--- src/rtl/vga_pallette_ctrl.sv ---
// Double-buffered 16-entry palette: the CPU writes a shadow bank, and a commit copies it into the active bank on the next vblank rise.
// Optional blink support is enabled with `define VGA_PALLETTE_BLINK_EN.
//
// state   | meaning
// IDLE    | no commit outstanding
// PENDING | commit requested, waiting for a vblank rise
// COPY    | copying shadow -> active, COPY_PER_CYC entries per clock
module vga_pallette_ctrl #(
  parameter int COPY_PER_CYC = 1,
  parameter int BLINK_FRAMES = 32
) (
  input  logic        clk,
  input  logic        rst_n,
  input  logic        wr_valid,
  output logic        wr_ready,
  input  logic [3:0]  wr_idx,
  input  logic [11:0] wr_rgb,
  input  logic        commit_req,
  output logic        commit_busy,
  input  logic        vblank,
  input  logic        pix_valid,
  input  logic [3:0]  fg,
  input  logic [3:0]  bg,
  input  logic        blink,
  output logic        out_valid,
  output logic [7:0]  R,
  output logic [7:0]  G,
  output logic [7:0]  B
);

  typedef enum logic [1:0] {
    S_IDLE    = 2'd0,
    S_PENDING = 2'd1,
    S_COPY    = 2'd2
  } state_t;

  localparam logic [3:0] CopyStep = 4'(COPY_PER_CYC);
  localparam logic [3:0] CopyLast = 4'(16 - COPY_PER_CYC);

  state_t      state_q, state_d;
  logic [3:0]  copy_cnt_q, copy_cnt_d;
  logic        rearm_q, rearm_d;
  logic        vblank_q;
  logic        vblank_rise;

  logic [11:0] shadow_q [16];
  logic [11:0] shadow_d [16];
  logic [11:0] active_q [16];
  logic [11:0] active_d [16];

  logic        pix_valid_q;
  logic [3:0]  fg_q, bg_q;
  logic        blink_q;
  logic        out_valid_q;
  logic [7:0]  r_q, g_q, b_q;
  logic [7:0]  r_d, g_d, b_d;
  logic [3:0]  fg_sel;
  logic        wr_fire;

  assign vblank_rise = vblank & ~vblank_q;
  assign wr_ready    = (state_q != S_COPY);
  assign commit_busy = (state_q != S_IDLE);
  assign wr_fire     = wr_valid & wr_ready;
  assign out_valid   = out_valid_q;
  assign R           = r_q;
  assign G           = g_q;
  assign B           = b_q;

  always_comb begin
    state_d    = state_q;
    copy_cnt_d = copy_cnt_q;
    rearm_d    = rearm_q;
    shadow_d   = shadow_q;
    active_d   = active_q;

    if (wr_fire) begin
      shadow_d[wr_idx] = wr_rgb;
    end

    unique case (state_q)
      S_IDLE: begin
        if (commit_req) state_d = S_PENDING;
      end
      S_PENDING: begin
        if (vblank_rise) begin
          state_d    = S_COPY;
          copy_cnt_d = 4'd0;
        end
      end
      S_COPY: begin
        for (int k = 0; k < COPY_PER_CYC; k++) begin
          active_d[copy_cnt_q + 4'(k)] = shadow_q[copy_cnt_q + 4'(k)];
        end
        if (commit_req) rearm_d = 1'b1;
        if (copy_cnt_q == CopyLast) begin
          copy_cnt_d = 4'd0;
          // a request landing on the final copy cycle still counts as a re-arm
          if (rearm_q | commit_req) begin
            state_d = S_PENDING;
            rearm_d = 1'b0;
          end else begin
            state_d = S_IDLE;
          end
        end else begin
          copy_cnt_d = copy_cnt_q + CopyStep;
        end
      end
      default: state_d = S_IDLE;
    endcase
  end

`ifdef VGA_PALLETTE_BLINK_EN
  localparam int FcW = (BLINK_FRAMES > 1) ? $clog2(BLINK_FRAMES) : 1;
  logic [FcW-1:0] frame_cnt_q, frame_cnt_d;
  logic           blink_phase_q, blink_phase_d;

  always_comb begin
    frame_cnt_d   = frame_cnt_q;
    blink_phase_d = blink_phase_q;
    if (vblank_rise) begin
      if (frame_cnt_q == FcW'(BLINK_FRAMES - 1)) begin
        frame_cnt_d   = '0;
        blink_phase_d = ~blink_phase_q;
      end else begin
        frame_cnt_d = frame_cnt_q + 1'b1;
      end
    end
  end

  always_ff @(posedge clk or negedge rst_n) begin
    if (!rst_n) begin
      frame_cnt_q   <= '0;
      blink_phase_q <= 1'b0;
    end else begin
      frame_cnt_q   <= frame_cnt_d;
      blink_phase_q <= blink_phase_d;
    end
  end

  assign fg_sel = (blink_q & blink_phase_q) ? bg_q : fg_q;
`else
  logic unused_blink;
  assign unused_blink = blink_q ^ (BLINK_FRAMES == 0);
  assign fg_sel       = fg_q;
`endif

  // Stage 2 reads the active bank before this edge's copy lands.
  always_comb begin
    r_d = r_q;
    g_d = g_q;
    b_d = b_q;
    if (pix_valid_q) begin
      r_d = {active_q[fg_sel][11:8], active_q[bg_q][11:8]};
      g_d = {active_q[fg_sel][7:4],  active_q[bg_q][7:4]};
      b_d = {active_q[fg_sel][3:0],  active_q[bg_q][3:0]};
    end
  end

  always_ff @(posedge clk or negedge rst_n) begin
    if (!rst_n) begin
      state_q     <= S_IDLE;
      copy_cnt_q  <= 4'd0;
      rearm_q     <= 1'b0;
      vblank_q    <= 1'b0;
      pix_valid_q <= 1'b0;
      fg_q        <= 4'd0;
      bg_q        <= 4'd0;
      blink_q     <= 1'b0;
      out_valid_q <= 1'b0;
      r_q         <= 8'd0;
      g_q         <= 8'd0;
      b_q         <= 8'd0;
      for (int i = 0; i < 16; i++) begin
        shadow_q[i] <= 12'(i * 12'h111);
        active_q[i] <= 12'(i * 12'h111);
      end
    end else begin
      state_q     <= state_d;
      copy_cnt_q  <= copy_cnt_d;
      rearm_q     <= rearm_d;
      vblank_q    <= vblank;
      pix_valid_q <= pix_valid;
      fg_q        <= fg;
      bg_q        <= bg;
      blink_q     <= blink;
      out_valid_q <= pix_valid_q;
      r_q         <= r_d;
      g_q         <= g_d;
      b_q         <= b_d;
      shadow_q    <= shadow_d;
      active_q    <= active_d;
    end
  end

endmodule

--- config.mk ---
export PLATFORM = sky130hd
export DESIGN_NAME = vga_pallette_ctrl
export DESIGN_NICKNAME = d
export VERILOG_FILES = /design/src/rtl/vga_pallette_ctrl.sv
export SDC_FILE = /design/constraint.sdc
export NUM_CORES = 1
export LEC_CHECK = 0
export CAP_MARGIN = 0
export CORE_MARGIN = 3
export CORE_UTILIZATION = 40
export DETAILED_ROUTE_END_ITERATION = 8
export SYNTH_ARGS = -nofsm -noshare
export SYNTH_HDL_FRONTEND = slang
export SYNTH_SLANG_ARGS = --single-unit
--- constraint.sdc ---
create_clock -name clk -period 2.6 [get_ports clk]
set_input_delay 0.52 -clock clk [delete_from_list [all_inputs] [get_ports clk]]
set_output_delay 0.52 -clock clk [all_outputs]
set_load 0.1 [all_outputs]
==> results of run 1 <==
-- metal layers --
layer  track usage [%]  vias up  part of all wire (%)
li1                  -     4870                     -
met1              26.0     6099                    44
met2              31.7      239                    49
met3              2.74       87                   3.8
met4              5.94        0                   2.7
met5                 0        -                     0
-- how the worst max path moves through the flow --
| stage | to | depth (start not counted) |
|---|---|---|
| 2_1_floorplan | active_q[181] | 7 |
| 3_3_place_gp | shadow_q[162] | 5 |
| 3_5_place_dp | shadow_q[154] | 5 |
| 4_1_cts | wr_ready | 3 |
| 5_1_grt | wr_ready | 3 |
| 6_report | wr_ready | 3 |
-- kinds of logic after synthesis --
group,Yosys count,synth area share (%)
multiplexers,552,38.9
AO/OA/AOI/OAI,86,2.51
AND/OR/NAND/NOR,64,1.84
buffers and inverters,100,2.45
flip-flops,426,54.1
adder cells (fa/ha/maj),4,0.248
-- placed cells by master, fill, tap and decap left out, types with 5 or more instances in the layout --
master           Yosys  layout
clkdlybuf4s50_1      0      28
dfrtp_2              0       5
buf_12               0      12
bufinv_16            0       8
clkbuf_1            35       5
nor2_1              13      13
clkinvlp_4           0       7
dfstp_2            192     192
nand2_1             25      25
buf_4               15      78
clkinv_2             0       7
clkbuf_16            0      49
o22ai_1             49      49
mux2_2             407     407
clkbuf_8             0      10
mux4_2             144     144
dfrtp_1            234     228
a21oi_1             30      30
-- area by class of cell --
type,instances,area (µm²),area share (%)
inverters,4,22.5,0.0961
repair buffers,120,1130,4.83
well taps,664,831,3.54
flip-flops and latches,426,10900,46.5
multi-input cells,706,8760,37.4
clock inverters,28,395,1.69
clock buffers,64,1380,5.90
diodes,1,2.50,0.0107
-- sequential cells by signal, indices dropped and copies added (netlist names), 4 cells and up --
name        cells
bg_q            4
B               8
active_q      192
shadow_q      192
G               8
fg_q            4
R               8
copy_cnt_q      4
-- metrics by stage --
step                util (%)  instances  setup slack [ps]  instance area (µm²)
floorplan                  -       1232               630                20200
global placement        43.9       1919               349                21600
detailed placement      43.9       1919               306                21600
CTS                     47.5       2012               350                23400
global route            47.5       2012               320                23400
finish                  47.5       2013               393                23400
-- power by group --
group	switching, mW	internal, mW
logic	3.07	2.57
clock network	2.90	4.57
registers	0.811	8.34
total	6.78	15.5
-- worst register-to-register path: cells and delay by family, from the launching register on --
| kind | cells | cell delay, ps |
|---|---|---|
| simple gates | 1 | 600 |
| compound gates | 2 | 550 |
| buf+inv | 1 | 400 |
| flops | 1 | 320 |
-- repair_timing --
item / in CTS / in global routing
endpoints found under the hold margin: 25 / 0
hold buffers: 1 / 0
gates resized for setup: 0 / 0
==> summary.md, run 1 <==
| Metric | Value |
|---|---|
| Outcome | `finished, final reports clean` |
| CTS Root Buffer Type | `clkbuf_16` |
| DRT Pass-1 Iters | `5` |
| Layout cells sized above 1 | `about 70%` |
| Slowest stage delay, CP | `450 ps` |
| # IOs | `58` |
| DR iter-0 viols | `674` |
| Total clock sinks | `approximately 430` |
| Largest area contributor in the netlist | `dfrtp_1` |
| Dominant synthesized flop cell | `dfrtp_1` |
| Cell Chain, Critical Path | `and2b_4 > inv_8 > buf_4` |
| CTS clk-pin slew, worst paths | `around 60 ps` |
| NumNets Final | `1342` |
| First-pass GRT wire length | `76.9 mm` |
| Row count | `81` |
| CP delay by family, top | `flip-flops` |
| Setup CP Type | `reg -> out` |
| Mapped Area | `just over 20000 µm²` |
| Final hold violations | `0` |
| CP Max Fanout | `10` |
| Flop-to-flop setup slack | `~580 ps` |
| Die ar. | `~53000 µm²` |
| RSZ-0062 raised after global routing | `no` |
| Top cells by count, synth | `mux2_2, dfrtp_1, dfstp_2, mux4_2, o22ai_1` |
| Post-CTS Repair Setup Buffers | `0` |
| Slew Viols, Final | `0` |
| Dpl hpwl | `around 33 mm` |
| Min cycle time layout | `2210 ps` |
| Crit path launch | `state_q[1]` |
| Peak VDD IR | `between 500 and 600 µV` |
| Global-route usage over all layers | `about a fifth` |
| Area of the core | `between 40000 and 50000 µm²` |
| Most frequent cell after synthesis | `mux2_2` |
| Vias/cell | `about 5.6` |
| Die Y | `approximately 230 µm` |
| CP startpoint kind | `flop` |
| Antenna Nets Post-Route | `0` |
| Routed WL per cell | `between 20 and 25 µm` |
| H-tree Lvls | `2` |
| Vias in the first global route | `approximately 12000` |
| Skew-Pair Late Insertion Delay | `just under 600 ps` |
| # DRC | `0` |
| Final hold slack | `365 ps` |
| Setup_tns | `0 ps` |
| Hold Crit Class | `in -> reg` |
| Path depth of the worst reg2reg path | `4` |
| Syn Area/Cell | `about 16 µm²` |
| Crit share post-route | `a little over four fifths` |
| Crit Reg-Reg Endpoint | `G[0]` |
| RePlAce Congestion | `~0.8` |
| Register area share after synthesis | `about 54%` |
| Final Skew | `about 22 ps` |
| Leakage | `9.79 nW` |
| Mapped Nets | `1267` |
| EDFF count, synth | `0` |
| Hold depth | `1` |
| Hold Startpoint | `bg[1]` |
| Via count | `~11000` |
| Final Power | `about 22 mW` |
| Arrival @ worst endpoint | `about 1700 ps` |
| Asr flop ratio synth | `100%` |
| Die X | `approximately 230 µm` |
| Worst endpoint required time | `~2100 ps` |
| Sum of buffers and inverters on the critical path | `2` |
| Reg2reg start | `bg_q[3]` |
| WL final | `slightly below 50 mm` |
| Setup violators final | `0` |
| Yosys top cell area share | `29.0%` |
| Largest net degree at the start of global routing | `73` |
| Fillers | `between 4000 and 5000` |
| PortBufs | `56` |
| Overflow left after global routing | `0` |
| CTS Buf Count | `between 40 and 50` |
| #FFs+latches synth | `about 430` |
| CTS max path bufs | `3` |
| Least-Margin Pin Slew | `884 ps` |
| Yosys warning count | `0` |
| Kind of end point of the critical path | `output port` |
| Crit-path slowest cell | `dfrtp_1` |
| Hold Path End | `bg_q[1]` |
| Cell Pwr Density | `950 nW/µm²` |
| Max Clk Rate | `roughly 450 MHz` |
| Layout overhead on the synthesized area | `16.3%` |
| Most area-consuming cells after synthesis | `dfrtp_1, dfstp_2, mux2_2` |
| Synth unique cells | `35` |
| Max cap viols | `0` |
| Starting density of the core | `about two fifths` |
| Initial antenna violation count | `0` |
| Slew margin rel. | `around 41%` |
| CTS tree | `built` |
| Mapped Cells | `approximately 1200` |
No activity file was read; power rests on OpenSTA's default activity.
==> inputs of run 2 (changes only) <==
==> constraint.sdc (replaced) <==
create_clock -name clk -period 1.9 [get_ports clk]
set_input_delay 0.38 -clock clk [delete_from_list [all_inputs] [get_ports clk]]
set_output_delay 0.38 -clock clk [all_outputs]
set_load 0.1 [all_outputs]
==> summary.md, run 2 (same netlist as run 1, synthesis figures left out) <==
| Metric | Value |
|---|---|
| Outcome | `finished, final reports clean` |
| Row count | `81 (unchanged)` |
| CP startpoint kind | `flop` |
| PortBufs | `56 (unchanged)` |
| CTS Buf Count | `47 (-4.1%)` |
| CP Max Fanout | `8 (-2)` |
| Via count | `11500 (+1.8%)` |
| Kind of end point of the critical path | `output port` |
| Total clock sinks | `426 (unchanged)` |
| Arrival @ worst endpoint | `1470 ps (-220 ps)` |
| Layout cells sized above 1 | `69.5% (-0.12 points)` |
| Overflow left after global routing | `0 (unchanged)` |
| Most frequent cells in the layout | `mux2_2, dfrtp_1, dfstp_2` |
| Fin area | `24300 µm² (+3.8%)` |
| Final Skew | `16.3 ps (-6.10 ps)` |
| CTS Root Buffer Type | `clkbuf_16` |
| Largest registers | `active_q (192), shadow_q (192)` |
| Vias/cell | `5.62 (about the same)` |
| Met3 usage | `2.81% (+0.074 points)` |
| Hold Crit Class | `in -> reg` |
| Crit-path slowest cell | `dfrtp_1` |
| H-tree Lvls | `2 (unchanged)` |
| Starting density of the core | `40.8% (unchanged)` |
| Cell Chain, Critical Path | `and2b_4 > inv_12 > buf_12` |
| CTS clk-pin slew, worst paths | `60 ps (about the same)` |
| Min cycle time layout | `between 1500 and 2000 ps` |
| Final hold violations | `0 (unchanged)` |
| M2 GR Usage | `31.7% (+0.037 points)` |
| Slew Viols, Final | `0 (unchanged)` |
| Grt peak-use layer | `met2` |
| CP delay by family, top | `flip-flops` |
| Least-Margin Pin Slew | `579 ps (-305 ps)` |
| Sum of buffers and inverters on the critical path | `2 (unchanged)` |
| Largest net degree at the start of global routing | `72 (-1.4%)` |
| Area of the multi-input gates | `8780 µm² (+0.13%)` |
| # IOs | `58 (unchanged)` |
| Initial antenna violation count | `0 (unchanged)` |
| Vias in the first global route | `12400 (+0.15%)` |
| Cell Pwr Density | `1240 nW/µm² (+30%)` |
| Slew margin rel. | `61.3% (+20 points)` |
| DR iter-0 viols | `725 (+7.6%)` |
| Crit share post-route | `between 90% and 100%` |
| Worst endpoint required time | `1520 ps (-560 ps)` |
| M1 GR Usage | `27.6% (+1.7 points)` |
| # DRC | `0 (unchanged)` |
| CTS tree | `built` |
| WL final | `51.0 mm (+3.5%)` |
| Global-route usage over all layers | `19.6% (+0.51 points)` |
| Dpl cell area | `22600 µm² (+4.6%)` |
| Skew-Pair Late Insertion Delay | `570 ps (-20 ps)` |
| First-pass GRT wire length | `78.5 mm (+2.0%)` |
| Leakage | `10.2 nW (+4.2%)` |
| Slowest stage delay, CP | `380 ps (-70 ps)` |
| Most common cell after layout, fill and taps aside | `mux2_2` |
| Die Y | `230 µm (unchanged)` |
| DRT Pass-1 Iters | `4 (-1)` |
| NumNets Final | `1379 (+2.8%)` |
| Antenna Nets Post-Route | `0 (unchanged)` |
| Max Clk Rate | `approximately 540 MHz` |
| FF/Latch Area | `10900 µm² (unchanged)` |
| Area of the core | `49400 µm² (unchanged)` |
| Setup CP Type | `reg -> out` |
| Fillers | `4163 (-1.1%)` |
| Peak VDD IR | `746 µV (+25%)` |
| Setup violators final | `0 (unchanged)` |
| RSZ-0062 raised after global routing | `yes` |
| Dpl hpwl | `34.2 mm (+2.7%)` |
| Die ar. | `53100 µm² (unchanged)` |
| Die X | `230 µm (unchanged)` |
| Max cap viols | `0 (unchanged)` |
| Routed WL per cell | `24.9 µm (+1.8%)` |
| Layout overhead on the synthesized area | `20.7%` |
| CTS max path bufs | `3 (unchanged)` |
| RePlAce Congestion | `0.787 (+0.49%)` |
| Final Core Density | `49.3% (+1.8 points)` |
run 2: changes by cell type in the layout (fill, tap and decap cells not counted), moves of 6 or more:
cell        before  now
buf_12          12   71
clkinvlp_4       7    1
buf_4           78   48
bufinv_16        8    2
clkbuf_1         5   18
buf_6            0    8
run 2: per-stage QoR:
stage	total power, mW	setup TNS (ps)	hold slack, ps	worst slack (ps)	instances
6_report	30.1	0	244	49.2	2047
5_1_grt	31.6	-107	226	-12.6	2046
4_1_cts	30.4	0	203	6.51	2040
3_5_place_dp	21.2	-32190	285	-271	1950
3_3_place_gp	20.9	-28860	284	-233	1950
2_1_floorplan	17.7	-244	84.4	-17.0	1232
run 2: layout make-up:
| class | instances | area share [%] |
|---|---|---|
| Sequential cell | 426 | 44.8 |
| Clock inverter | 8 | 0.381 |
| Antenna cell | 1 | 0.0103 |
| Timing Repair Buffer | 159 | 9.16 |
| Multi-Input combinational cell | 706 | 36.1 |
| Inverter | 4 | 0.113 |
| Tap cell | 664 | 3.41 |
| Clock buffer | 79 | 6.00 |
run 2: where the power goes:
group	internal, mW	switching [mW]	leakage [nW]
logic	4.08	4.45	4.42
registers	11.4	1.10	5.02
clock network	5.47	3.62	0.759
run 2: final timing paths:
check                               from       endpoint  slack, ps  cells after the start
setup / recovery              state_q[0]       wr_ready         50                      3
hold / removal                     bg[3]        bg_q[3]        240                      1
setup reg to reg           copy_cnt_q[0]  active_q[116]         50                      3
hold reg to reg             shadow_q[88]   shadow_q[88]        500                      1
max in group asynchronous          rst_n  active_q[124]        820                      4
min in group asynchronous          rst_n   shadow_q[12]        290                      2
run 2: repair_timing:
action / 4_1_cts / 5_1_grt
hold endpoints to repair: 34 / 0
hold buffers: 1 / 0
cloned: 0 / 1
resized for setup: 3 / 8
setup buffers: 2 / 5
endpoints found under the setup margin: 1 / 68
pin swaps: 1 / 2
run 2: layer usage:
metal	share of wire (%)	routed length, µm
met1	45	23100
met2	48	24700
met3	3.8	1930
met4	2.4	1230
met5	0	0
==> inputs of run 3 (changes only) <==
--- a/config.mk
+++ b/config.mk
@@ -9,6 +9,7 @@
 export CORE_MARGIN = 3
 export CORE_UTILIZATION = 40
 export DETAILED_ROUTE_END_ITERATION = 8
+export MAX_ROUTING_LAYER = met4
 export SYNTH_ARGS = -nofsm -noshare
 export SYNTH_HDL_FRONTEND = slang
 export SYNTH_SLANG_ARGS = --single-unit
==> constraint.sdc (replaced) <==
create_clock -name clk -period 2.3 [get_ports clk]
set_input_delay 0.46 -clock clk [delete_from_list [all_inputs] [get_ports clk]]
set_output_delay 0.46 -clock clk [all_outputs]
set_load 0.1 [all_outputs]
==> summary.md, run 3 (same netlist as run 1, synthesis figures left out) <==
| Metric | Value |
|---|---|
| Crit share post-route | `about 91%` |
| Slew margin rel. | `57.6% (-3.7 points)` |
| RSZ-0062 raised after global routing | `no` |
| Final hold violations | `0 (unchanged)` |
| Worst endpoint required time | `1840 ps (+320 ps)` |
| CTS max path bufs | `3 (unchanged)` |
| # IOs | `58 (unchanged)` |
| Die Y | `230 µm (unchanged)` |
| Largest net degree at the start of global routing | `82 (+14%)` |
| # DRC | `0 (unchanged)` |
| Vias in the first global route | `12000 (-2.6%)` |
| Outcome | `finished, final reports clean` |
| Die ar. | `53100 µm² (unchanged)` |
| Starting density of the core | `40.8% (unchanged)` |
| NumNets Final | `1344 (-2.5%)` |
| Cell Chain, Critical Path | `and2b_4 > inv_8 > buf_12` |
| Min cycle time layout | `between 2000 and 2500 ps` |
| Crit Reg-Reg Endpoint | `active_q[16]` |
| Leakage | `9.80 nW (-3.9%)` |
| Setup Slack @ Placement | `88.6 ps (+360 ps)` |
| Most frequent cells in the layout | `mux2_2, dfrtp_1, dfstp_2` |
| Most common cell after layout, fill and taps aside | `mux2_2` |
| Flop-to-flop setup slack | `310 ps (+260 ps)` |
| Via count | `11300 (-1.5%)` |
| Vias/cell | `5.62 (about the same)` |
| Routed WL per cell | `24.8 µm (-0.67%)` |
| Max Clk Rate | `roughly 480 MHz` |
| Layout overhead on the synthesized area | `16.5%` |
| Fillers | `4250 (+2.1%)` |
| Finished Layout Cells | `2015 (-1.6%)` |
| Final Skew | `12.5 ps (-3.90 ps)` |
| RePlAce Congestion | `0.760 (-3.4%)` |
| Fin worst setup slack | `202 ps (+153 ps)` |
| Kind of end point of the critical path | `output port` |
| PortBufs | `56 (unchanged)` |
| CTS Buf Count | `48 (+2.1%)` |
| Row count | `81 (unchanged)` |
| Global-route usage over all layers | `19.8% (+0.23 points)` |
| Path depth of the worst reg2reg path | `5 (+2)` |
| WL final | `49.9 mm (-2.2%)` |
| Crit path capture | `wr_ready` |
| Setup_tns | `0 ps (unchanged)` |
| Skew-Pair Late Insertion Delay | `580 ps (about the same)` |
| Setup CP Type | `reg -> out` |
| First-pass GRT wire length | `76.8 mm (-2.1%)` |
| Post-CTS Repair Setup Buffers | `0 (-2)` |
| FF/Latch Area | `10900 µm² (unchanged)` |
| Area of the core | `49400 µm² (unchanged)` |
| Slowest stage delay, CP | `440 ps (+60 ps)` |
| H-tree Lvls | `2 (unchanged)` |
| Crit path launch | `state_q[0]` |
| CP startpoint kind | `flop` |
| Slew Viols, Final | `0 (unchanged)` |
| Layout cells sized above 1 | `68.7% (-0.82 points)` |
| Final Core Density | `47.6% (-1.7 points)` |
| Setup violators final | `0 (unchanged)` |
| Reg2reg start | `state_q[0]` |
| Hold Crit Class | `in -> reg` |
| Dpl hpwl | `33.0 mm (-3.6%)` |
| DR iter-0 viols | `726 (+0.14%)` |
| Least-Margin Pin Slew | `633 ps (+54.7 ps)` |
| Arrival @ worst endpoint | `1640 ps (+170 ps)` |
| CTS Root Buffer Type | `clkbuf_16` |
| Placed cells | `1922 (-1.4%)` |
| Cell Pwr Density | `1040 nW/µm² (-16%)` |
| Post-CTS sizing | `0 (-3)` |
| Overflow left after global routing | `0 (unchanged)` |
| CTS tree | `built` |
| Peak VDD IR | `532 µV (-29%)` |
| Max cap viols | `0 (unchanged)` |
| Crit-path slowest cell | `dfrtp_1` |
| DRT Pass-1 Iters | `5 (+1)` |
| Area of the multi-input gates | `8760 µm² (-0.13%)` |
| Die X | `230 µm (unchanged)` |
| CP Max Fanout | `10 (+2)` |
| Antenna Nets Post-Route | `0 (unchanged)` |
| Initial antenna violation count | `0 (unchanged)` |
| CTS clk-pin slew, worst paths | `60 ps (about the same)` |
| Total clock sinks | `426 (unchanged)` |
| Largest registers | `active_q (192), shadow_q (192)` |
run 3: changes by cell type in the layout (fill, tap and decap cells not counted), moves of 2 or more:
cell | previous run | this run
clkbuf_8 | 12 | 7
buf_12 | 71 | 29
buf_4 | 48 | 64
inv_6 | 0 | 3
bufinv_16 | 2 | 4
clkinv_2 | 5 | 9
buf_6 | 8 | 0
run 3: worst min path at each step:
| stage | start | endpoint | slack [ps] | cells past startpoint |
|---|---|---|---|---|
| floorplan | rst_n | B[0] | 160 | 0 |
| global placement | rst_n | shadow_q[169] | 320 | 1 |
| detailed placement | rst_n | shadow_q[169] | 320 | 1 |
| CTS | fg[1] | fg_q[1] | 280 | 1 |
| global route | fg[3] | fg_q[3] | 300 | 1 |
| finish | bg[2] | bg_q[2] | 320 | 1 |
run 3: timing repair:
item	4_1_cts	5_1_grt
hold buffers	1	0
setup endpoints to repair	0	0
hold endpoints to repair	13	0
run 3: power breakdown:
| part | switching [mW] | internal (mW) | total (mW) |
|---|---|---|---|
| registers | 0.844 | 9.43 | 10.3 |
| logic | 3.59 | 2.95 | 6.54 |
| clock network | 3.10 | 4.61 | 7.72 |
run 3: critical path, delay by kind of cell (launching register included):
family        cells  cell delay, ps
flops             1             440
simple gates      1             370
buf+inv           2             250
run 3: metrics by stage:
stage / hold slack [ps] / area, µm² / power, mW
6_report: 316 / 23500 / 24.5
5_1_grt: 304 / 23500 / 25.7
4_1_cts: 284 / 23500 / 24.8
3_5_place_dp: 319 / 21900 / 16.9
3_3_place_gp: 318 / 21900 / 16.7
2_1_floorplan: 164 / 20200 / 14.6
run 3: area by class of cell:
type | instances | share of cell area, %
Tap cell | 664 | 3.54
Antenna cell | 2 | 0.0213
Clock inverter | 16 | 0.815
Clock buffer | 74 | 5.92
Inverter | 4 | 0.0959
Sequential cell | 426 | 46.5
Timing Repair Buffer | 123 | 5.82
Multi-Input combinational cell | 706 | 37.3
run 3: per-layer routing:
metal	global-route usage [%]	part of all wire, %	up-vias
li1	-	-	4891
met2	30.8	48	185
met4	5.16	2.1	0
met3	3.05	3.8	66
met1	27.4	46	6177
met5	-	0	-
